`config.mk`:
```
export PLATFORM = sky130hd
export DESIGN_NAME = param_fixed_divider
export DESIGN_NICKNAME = d
export VERILOG_FILES = /design/src/rtl/param_fixed_divider.sv
export SDC_FILE = /design/constraint.sdc
export NUM_CORES = 1
export LEC_CHECK = 0
export BUFFER_PORTS_ARGS = -buffer_cell sky130_fd_sc_hd__clkbuf_2
export CAP_MARGIN = 20
export CELL_PAD_IN_SITES_DETAIL_PLACEMENT = 1
export CELL_PAD_IN_SITES_GLOBAL_PLACEMENT = 2
export CORE_UTILIZATION = 35
export DETAILED_ROUTE_END_ITERATION = 10
export MAX_ROUTING_LAYER = met4
export PLACE_DENSITY_LB_ADDON = 0.1
export SLEW_MARGIN = 0
export SYNTH_ARGS = -nofsm -noshare
export SYNTH_HDL_FRONTEND = slang
export SYNTH_SLANG_ARGS = --single-unit
```
`constraint.sdc`:
```
create_clock -name clk -period 2.5 [get_ports clk]
set_input_delay 0.5 -clock clk [delete_from_list [all_inputs] [get_ports clk]]
set_output_delay 0.5 -clock clk [all_outputs]
set_load 0.01 [all_outputs]
```
`src/rtl/param_fixed_divider.sv`:
```
// Sequential restoring fixed-point divider: q = trunc(a * 2^FRAC / b), one quotient bit per clock.
// Optional two's-complement operands, divide-by-zero detection and early overflow abort.
module param_fixed_divider #(
    parameter int WIDTH  = 10,
    parameter int FRAC   = 5,
    parameter int SIGNED = 0
) (
    input  logic             clk,
    input  logic             sclr_n,
    input  logic             start,
    input  logic [WIDTH-1:0] a,
    input  logic [WIDTH-1:0] b,
    output logic [WIDTH-1:0] q,
    output logic             busy,
    output logic             valid,
    output logic             dvz,
    output logic             ovf
);

    localparam int N  = WIDTH + FRAC;
    localparam int CW = $clog2(N + 1);
    localparam logic [WIDTH-1:0] POS_LIM = {1'b0, {(WIDTH-1){1'b1}}};
    localparam logic [WIDTH-1:0] NEG_LIM = {1'b1, {(WIDTH-1){1'b0}}};

    typedef enum logic [2:0] {
        S_IDLE, S_LOAD, S_CHECK, S_ITER, S_FIX, S_DONE, S_DVZ, S_OVF
    } state_t;

    state_t           state, state_next;
    logic [WIDTH-1:0] a_reg, b_reg;
    logic [WIDTH-1:0] bmag;
    logic [N-1:0]     dividend;
    logic [WIDTH:0]   acc;
    logic [N-1:0]     quo;
    logic [CW-1:0]    cnt;
    logic             neg;
    logic             early_ovf;

    logic [WIDTH-1:0] a_mag, b_mag;
    logic             sign_x;
    logic [WIDTH:0]   acc_shift, acc_sub;
    logic             qbit;
    logic [WIDTH-1:0] fix_mag, fix_res, limit;
    logic             fix_ovf;

    always_comb begin
        a_mag  = a_reg;
        b_mag  = b_reg;
        sign_x = 1'b0;
        if (SIGNED != 0) begin
            if (a_reg[WIDTH-1]) a_mag = ~a_reg + 1'b1;
            if (b_reg[WIDTH-1]) b_mag = ~b_reg + 1'b1;
            sign_x = a_reg[WIDTH-1] ^ b_reg[WIDTH-1];
        end
    end

    // The extra accumulator bit keeps the trial compare from wrapping.
    always_comb begin
        acc_shift = (acc << 1) | (WIDTH+1)'(dividend[N-1]);
        qbit      = acc_shift >= {1'b0, bmag};
        acc_sub   = acc_shift - {1'b0, bmag};
    end

    // A negative result may reach one step further than a positive one.
    always_comb begin
        fix_mag = quo[WIDTH-1:0];
        limit   = neg ? NEG_LIM : POS_LIM;
        fix_ovf = ((quo >> WIDTH) != '0) || ((SIGNED != 0) && (fix_mag > limit));
        fix_res = neg ? (~fix_mag + 1'b1) : fix_mag;
    end

    always_comb begin
        state_next = state;
        case (state)
            S_IDLE:  if (start) state_next = S_LOAD;
            S_LOAD:  state_next = S_CHECK;
            S_CHECK: state_next = (bmag == '0) ? S_DVZ : S_ITER;
            S_ITER: begin
                if (early_ovf)             state_next = S_OVF;
                else if (cnt == CW'(1))    state_next = S_FIX;
            end
            S_FIX:   state_next = fix_ovf ? S_OVF : S_DONE;
            S_DONE,
            S_DVZ,
            S_OVF:   state_next = S_IDLE;
            default: state_next = S_IDLE;
        endcase
    end

    always_ff @(posedge clk or negedge sclr_n) begin
        if (!sclr_n) begin
            state     <= S_IDLE;
            a_reg     <= '0;
            b_reg     <= '0;
            bmag      <= '0;
            dividend  <= '0;
            acc       <= '0;
            quo       <= '0;
            cnt       <= '0;
            neg       <= 1'b0;
            early_ovf <= 1'b0;
            q         <= '0;
        end else begin
            state <= state_next;
            case (state)
                S_IDLE: begin
                    if (start) begin
                        a_reg <= a;
                        b_reg <= b;
                    end
                end
                S_LOAD: begin
                    dividend  <= N'(a_mag) << FRAC;
                    bmag      <= b_mag;
                    neg       <= sign_x;
                    acc       <= '0;
                    quo       <= '0;
                    cnt       <= CW'(N);
                    early_ovf <= 1'b0;
                end
                S_ITER: begin
                    // A set bit while cnt > WIDTH has weight >= 2^WIDTH and aborts next cycle.
                    if (!early_ovf) begin
                        acc       <= qbit ? acc_sub : acc_shift;
                        dividend  <= dividend << 1;
                        quo       <= {quo[N-2:0], qbit};
                        cnt       <= cnt - 1'b1;
                        early_ovf <= qbit && (cnt > CW'(WIDTH));
                    end
                end
                default: ;
            endcase
            if (state_next == S_DONE)
                q <= fix_res;
            else if ((state_next == S_DVZ) || (state_next == S_OVF))
                q <= '0;
        end
    end

    assign busy  = (state != S_IDLE);
    assign valid = (state == S_DONE);
    assign dvz   = (state == S_DVZ);
    assign ovf   = (state == S_OVF);

endmodule

```
After elaboration in Yosys (flattened, before gate mapping)
Index checks and enable logic that the tools add are counted.
Cells by class
  shift operators: 0
  div/mod/pow operators: 0
  muxes and demuxes: 19
  bitwise operators: 1
  reductions and logical operators: 11
  multiply operators: 0
  equal/unequal tests: 12
  magnitude comparators: 2
  add/sub/neg operators: 2
Operators with widths (count)
  $pmux W15 S2: 2
  $mux W10: 4
  $mux W15: 2
  $eq A3 B3 Y1 const B: 7
  $pmux W10 S2: 1
  $pmux W3 S6: 1
  $reduce_bool A15 Y1: 1
  $mux W3: 4
  $ge A11 B10 Y1: 1
  $or A11 B1 Y11: 1
  $logic_not A10 Y1: 1
  $sub A10 B10 Y10: 1
  $pmux W4 S2: 1
  $eq A3 B2 Y1 const B: 2
  $eq A4 B1 Y1 const B: 1
  $gt A4 B4 Y1 const B: 1
  $mux W4: 1
  $reduce_and A2 Y1: 2
  $reduce_bool A2 Y1: 2
  $sub A4 B1 Y4 const B: 1
  $eq A3 B1 Y1 const B: 1
  $logic_not A3 Y1: 1
  $reduce_bool A3 Y1: 1
  $reduce_or A3 Y1: 1
  6 further kinds: 6
Storage, ports and cells
  input port bits: 23
  logic and storage cells: 57
  latch bits: 0
  memories kept: 0
  memory bits (writable): 0
  ROM bits: 0
  register bits: 88
  output and inout bits: 14

Longest topological paths before layout
  depth in word-level cells: 8
  mapped depth: 10
  gate-level depth less buffers: 9

Worst setup path after synthesis
Ideal clock, no wire load.
  path type: register to register
  start: register bmag[1]
  end: register acc[4]
  buffers on the path: 2
  cell stages (with the launch flop): 11
  setup time: 132 ps
  path slack: 344 ps
  required time: 2368 ps
  arrival time: 2024 ps
  clock period less this slack: 2156 ps
  cells stage by stage: dfrtp_1 > inv_1 > ha_1 > nor2b_4 > o31a_4 > o311ai_1 > and3_1 > buf_6 > buf_12 > mux2i_1 > o21ai_1
Between the ends
  word-level cells in the longest chain between the ends: 4
  elaborated cells on any way between the ends: 5
  those cells by class: 1 x add/sub; 1 x order compare; 3 x mux
RTL lines
  start, declared: line 31  | logic [WIDTH-1:0] bmag;
  start signal, assigned: line 114  | bmag <= b_mag;
  $sub A10 B10 Y10 or $ge A11 B10 Y1 (tied branches): line 61, 60
  $mux W10 (*): line 124  | acc <= qbit ? acc_sub : acc_shift;
  $mux W10 (*): line 123  | if (!early_ovf) begin
  $pmux W10 S2 (*): line 105  | case (state)
  end signal, assigned: line 124
  end, declared: line 33  | logic [WIDTH:0] acc;
Every way passes the cells marked *; elsewhere a longest branch is shown, timed or not. The select of a mux whose other input is x is not followed.
A chain may end at the register's enable or synchronous reset.

Worst setup path in the final report
  start: register bmag[1]
  end: register acc[8]
The elaborated chain is that of the path after synthesis.

==> out/metrics.cfg <==
[run_status]
status = completed

[synthesis]
syn_avg_cell_area_sq_um = 10.28
yosys.area.top_type = dfrtp_1
synth-seq-cells = 83
synth-async-reset-ratio_pct = 100.0
yosysTopAreaCellShare_pct = 52.75
yosysWarnings = 0
seq_area_frac_synth_pct = 52.75
yosysMostFrequentCell = dfrtp_1
syn_area_sq_mm = 0.003938
synth_ff_type = dfrtp_1
ys_types = 47
synthesis.instances = 383
syn-num-nets = 420
synth_edf_count = 0
synthTopCellsByArea = dfrtp_1, nand2_1, mux2_2
netlist_top_cells_count = dfrtp_1, nand2_1, o21ai_0

[sta]
layout_min_cycle_time_ns = 2.299
setup_violations = 0
finClkSkew_ns = 0.006680
fin_crit_sh_pct = 91.96
rsz0062_at_grt = no
slew_violations = 0
max_freq_mhz = 435.0
tns_ns = 0
slew_headroom_pct = 45.43
max_slew.worst_pin.slew_ns = 0.8166
hold_viol = 0

[cts]
cts.sinks = 83
clkTransAtPathRegs_ns = 0.09
cts_root_buf = clkbuf_8
cts_setup_buffers = 0
numCtsBuffers = 9
ctsHoldBuffers = 0
cts.repair.resized = 0
cts_buffer_depth = 2
cts_tree = built
cts.htree.levels = 3
insertion_delay_ns = 0.37

[critical_path]
startpoint_type = flop
end_kind = flop
cp.required_ns = 2.74
slowest_stage = dfrtp_1
critPathBufInv = 2
ff2ff_path_depth = 9
slowest_delay_ns = 0.41
r2r-start = bmag[1]
critical_path_class = flop to flop
path_delay_family = compound AO/OA/AOI/OAI gates
crit_start = bmag[1]
worstPathArrival_ns = 2.54
worstPathCellList = inv_1 -> ha_1 -> nor2b_4 -> o31a_4 -> o311ai_1 -> and3_1 -> buf_4 -> mux2i_1 -> o21ai_1
path_max_fanout = 14
cp.depth = 9

[power]
p_per_area_mw_per_mm2 = 1270
ir_drop_mv = 0.4120
leakage_uw = 0.002188

[placed_design]
place_inst = 553
hpwl_mm = 6.518
place_congestion = 0.7806
port_buffers = 36

[layout]
seq_area_sq_mm = 0.002077
final_cells = 569
drive_gt1_share_pct = 20.05
multi_input_area_sq_mm = 0.001700
final_nets = 461
nFillCells = 1249
syn_to_final_growth_pct = 13.54
fin_util_pct = 41.06
diodes = 0

[routing]
dr_total_vias = 2918
drt.antenna.violating_nets = 0
drtIter0Drc = 91
drt-total-wl_mm = 9.026
drc = 0
routedWlPerCell_um = 15.86
vias_per_cell = 5.128
firstDrtPassIters = 4

[floorplanning]
floorplan.rows = 38
die_h_um = 108.1
start_util_pct = 36.16
fp.dieW_um = 108.1
dieArea_sq_mm = 0.01168
io_pins = 37
core_sq_mm = 0.01089

[grt]
antenna_found_initial = 0
globalRouteTotalUtil_pct = 17.81
grt_pass1_wl_mm = 15.24
grt_max_degree = 50
grt_overflow = 0
grt_pass1_vias = 3056

[flow_run]
maxCapViolCount = 0

[worst_hold_path]
hold_class = input pin to asynchronous set/reset pin

-- where the power goes --
| group | internal, uW | switching, uW |
|---|---|---|
| clock network | 363 | 523 |
| registers | 1810 | 345 |
| logic | 1160 | 1470 |
-- stage by stage --
step	area, sq um	worst slack [ns]	total power (uW)	hold WS [ns]
after floorplan	3938	0.3442	4187	0.2044
after global placement	4302	0.2895	4778	0.4110
after global routing	4471	0.08991	6174	0.02573
after CTS	4471	0.1749	5783	0.001018
final	4471	0.2010	5676	0.009490
after detailed placement	4302	0.1965	4877	0.4128
-- registers in the layout, indices dropped and copies added (netlist names) --
register / count
dividend: 10
bmag: 10
state: 3
a_mag: 10
acc: 10
early_ovf: 1
q: 10
cnt: 4
quo: 15
b_mag: 10
-- final cells by class --
| type | count | area share [%] |
|---|---|---|
| Clock inverter | 6 | 0.9236 |
| Tap cell | 140 | 3.918 |
| Inverter | 17 | 1.427 |
| Timing Repair Buffer | 48 | 6.381 |
| Sequential cell | 83 | 46.46 |
| Multi-Input combinational cell | 265 | 38.04 |
| Clock buffer | 10 | 2.855 |
-- kinds of logic (layout without fill, tap and decap cells) --
logic type / Yosys count / in the layout / synth area share (%)
DFF: 83 / 83 / 52.75
muxes: 34 / 34 / 9.247
xor gates and xnor gates: 8 / 8 / 1.780
and+or+nand+nor: 137 / 137 / 15.70
AOI/OAI and AO/OA: 72 / 72 / 11.76
buffers and inverters: 35 / 81 / 4.131
adders and majority gates: 14 / 14 / 4.639
-- path summary, 6_finish.rpt --
kind	slack, ns	to
min reg2reg	0.49	dividend[12]
max	0.20	acc[8]
max in group asynchronous	1.94	a_mag[6]
max reg2reg	0.20	acc[8]
min	0.009	cnt[2]
min in group clk	0.34	a_mag[0]
-- per-layer routing --
layer / vias to the layer above / global-route usage, % / wire length, um
met1: 1452 / 22.09 / 4313
met4: 0 / 7.926 / 166
met3: 11 / 2.893 / 215
met5: - / - / 0
li1: 1410 / - / -
met2: 45 / 28.57 / 4330
-- placed cells by master (no fill, tap or decap), types with 8 or more instances in the layout --
cell and n:
clkbuf_8 9, nand3_1 23, ha_1 13, buf_4 12, clkbuf_2 35, dfrtp_1 83
nand2_1 69, a21oi_1 8, inv_1 17, a22o_1 10, o21ai_0 33, mux2_2 19
nor2_1 20, xnor2_1 8, mux2i_1 15
Note: power is estimated with default switching activity, not from simulation.
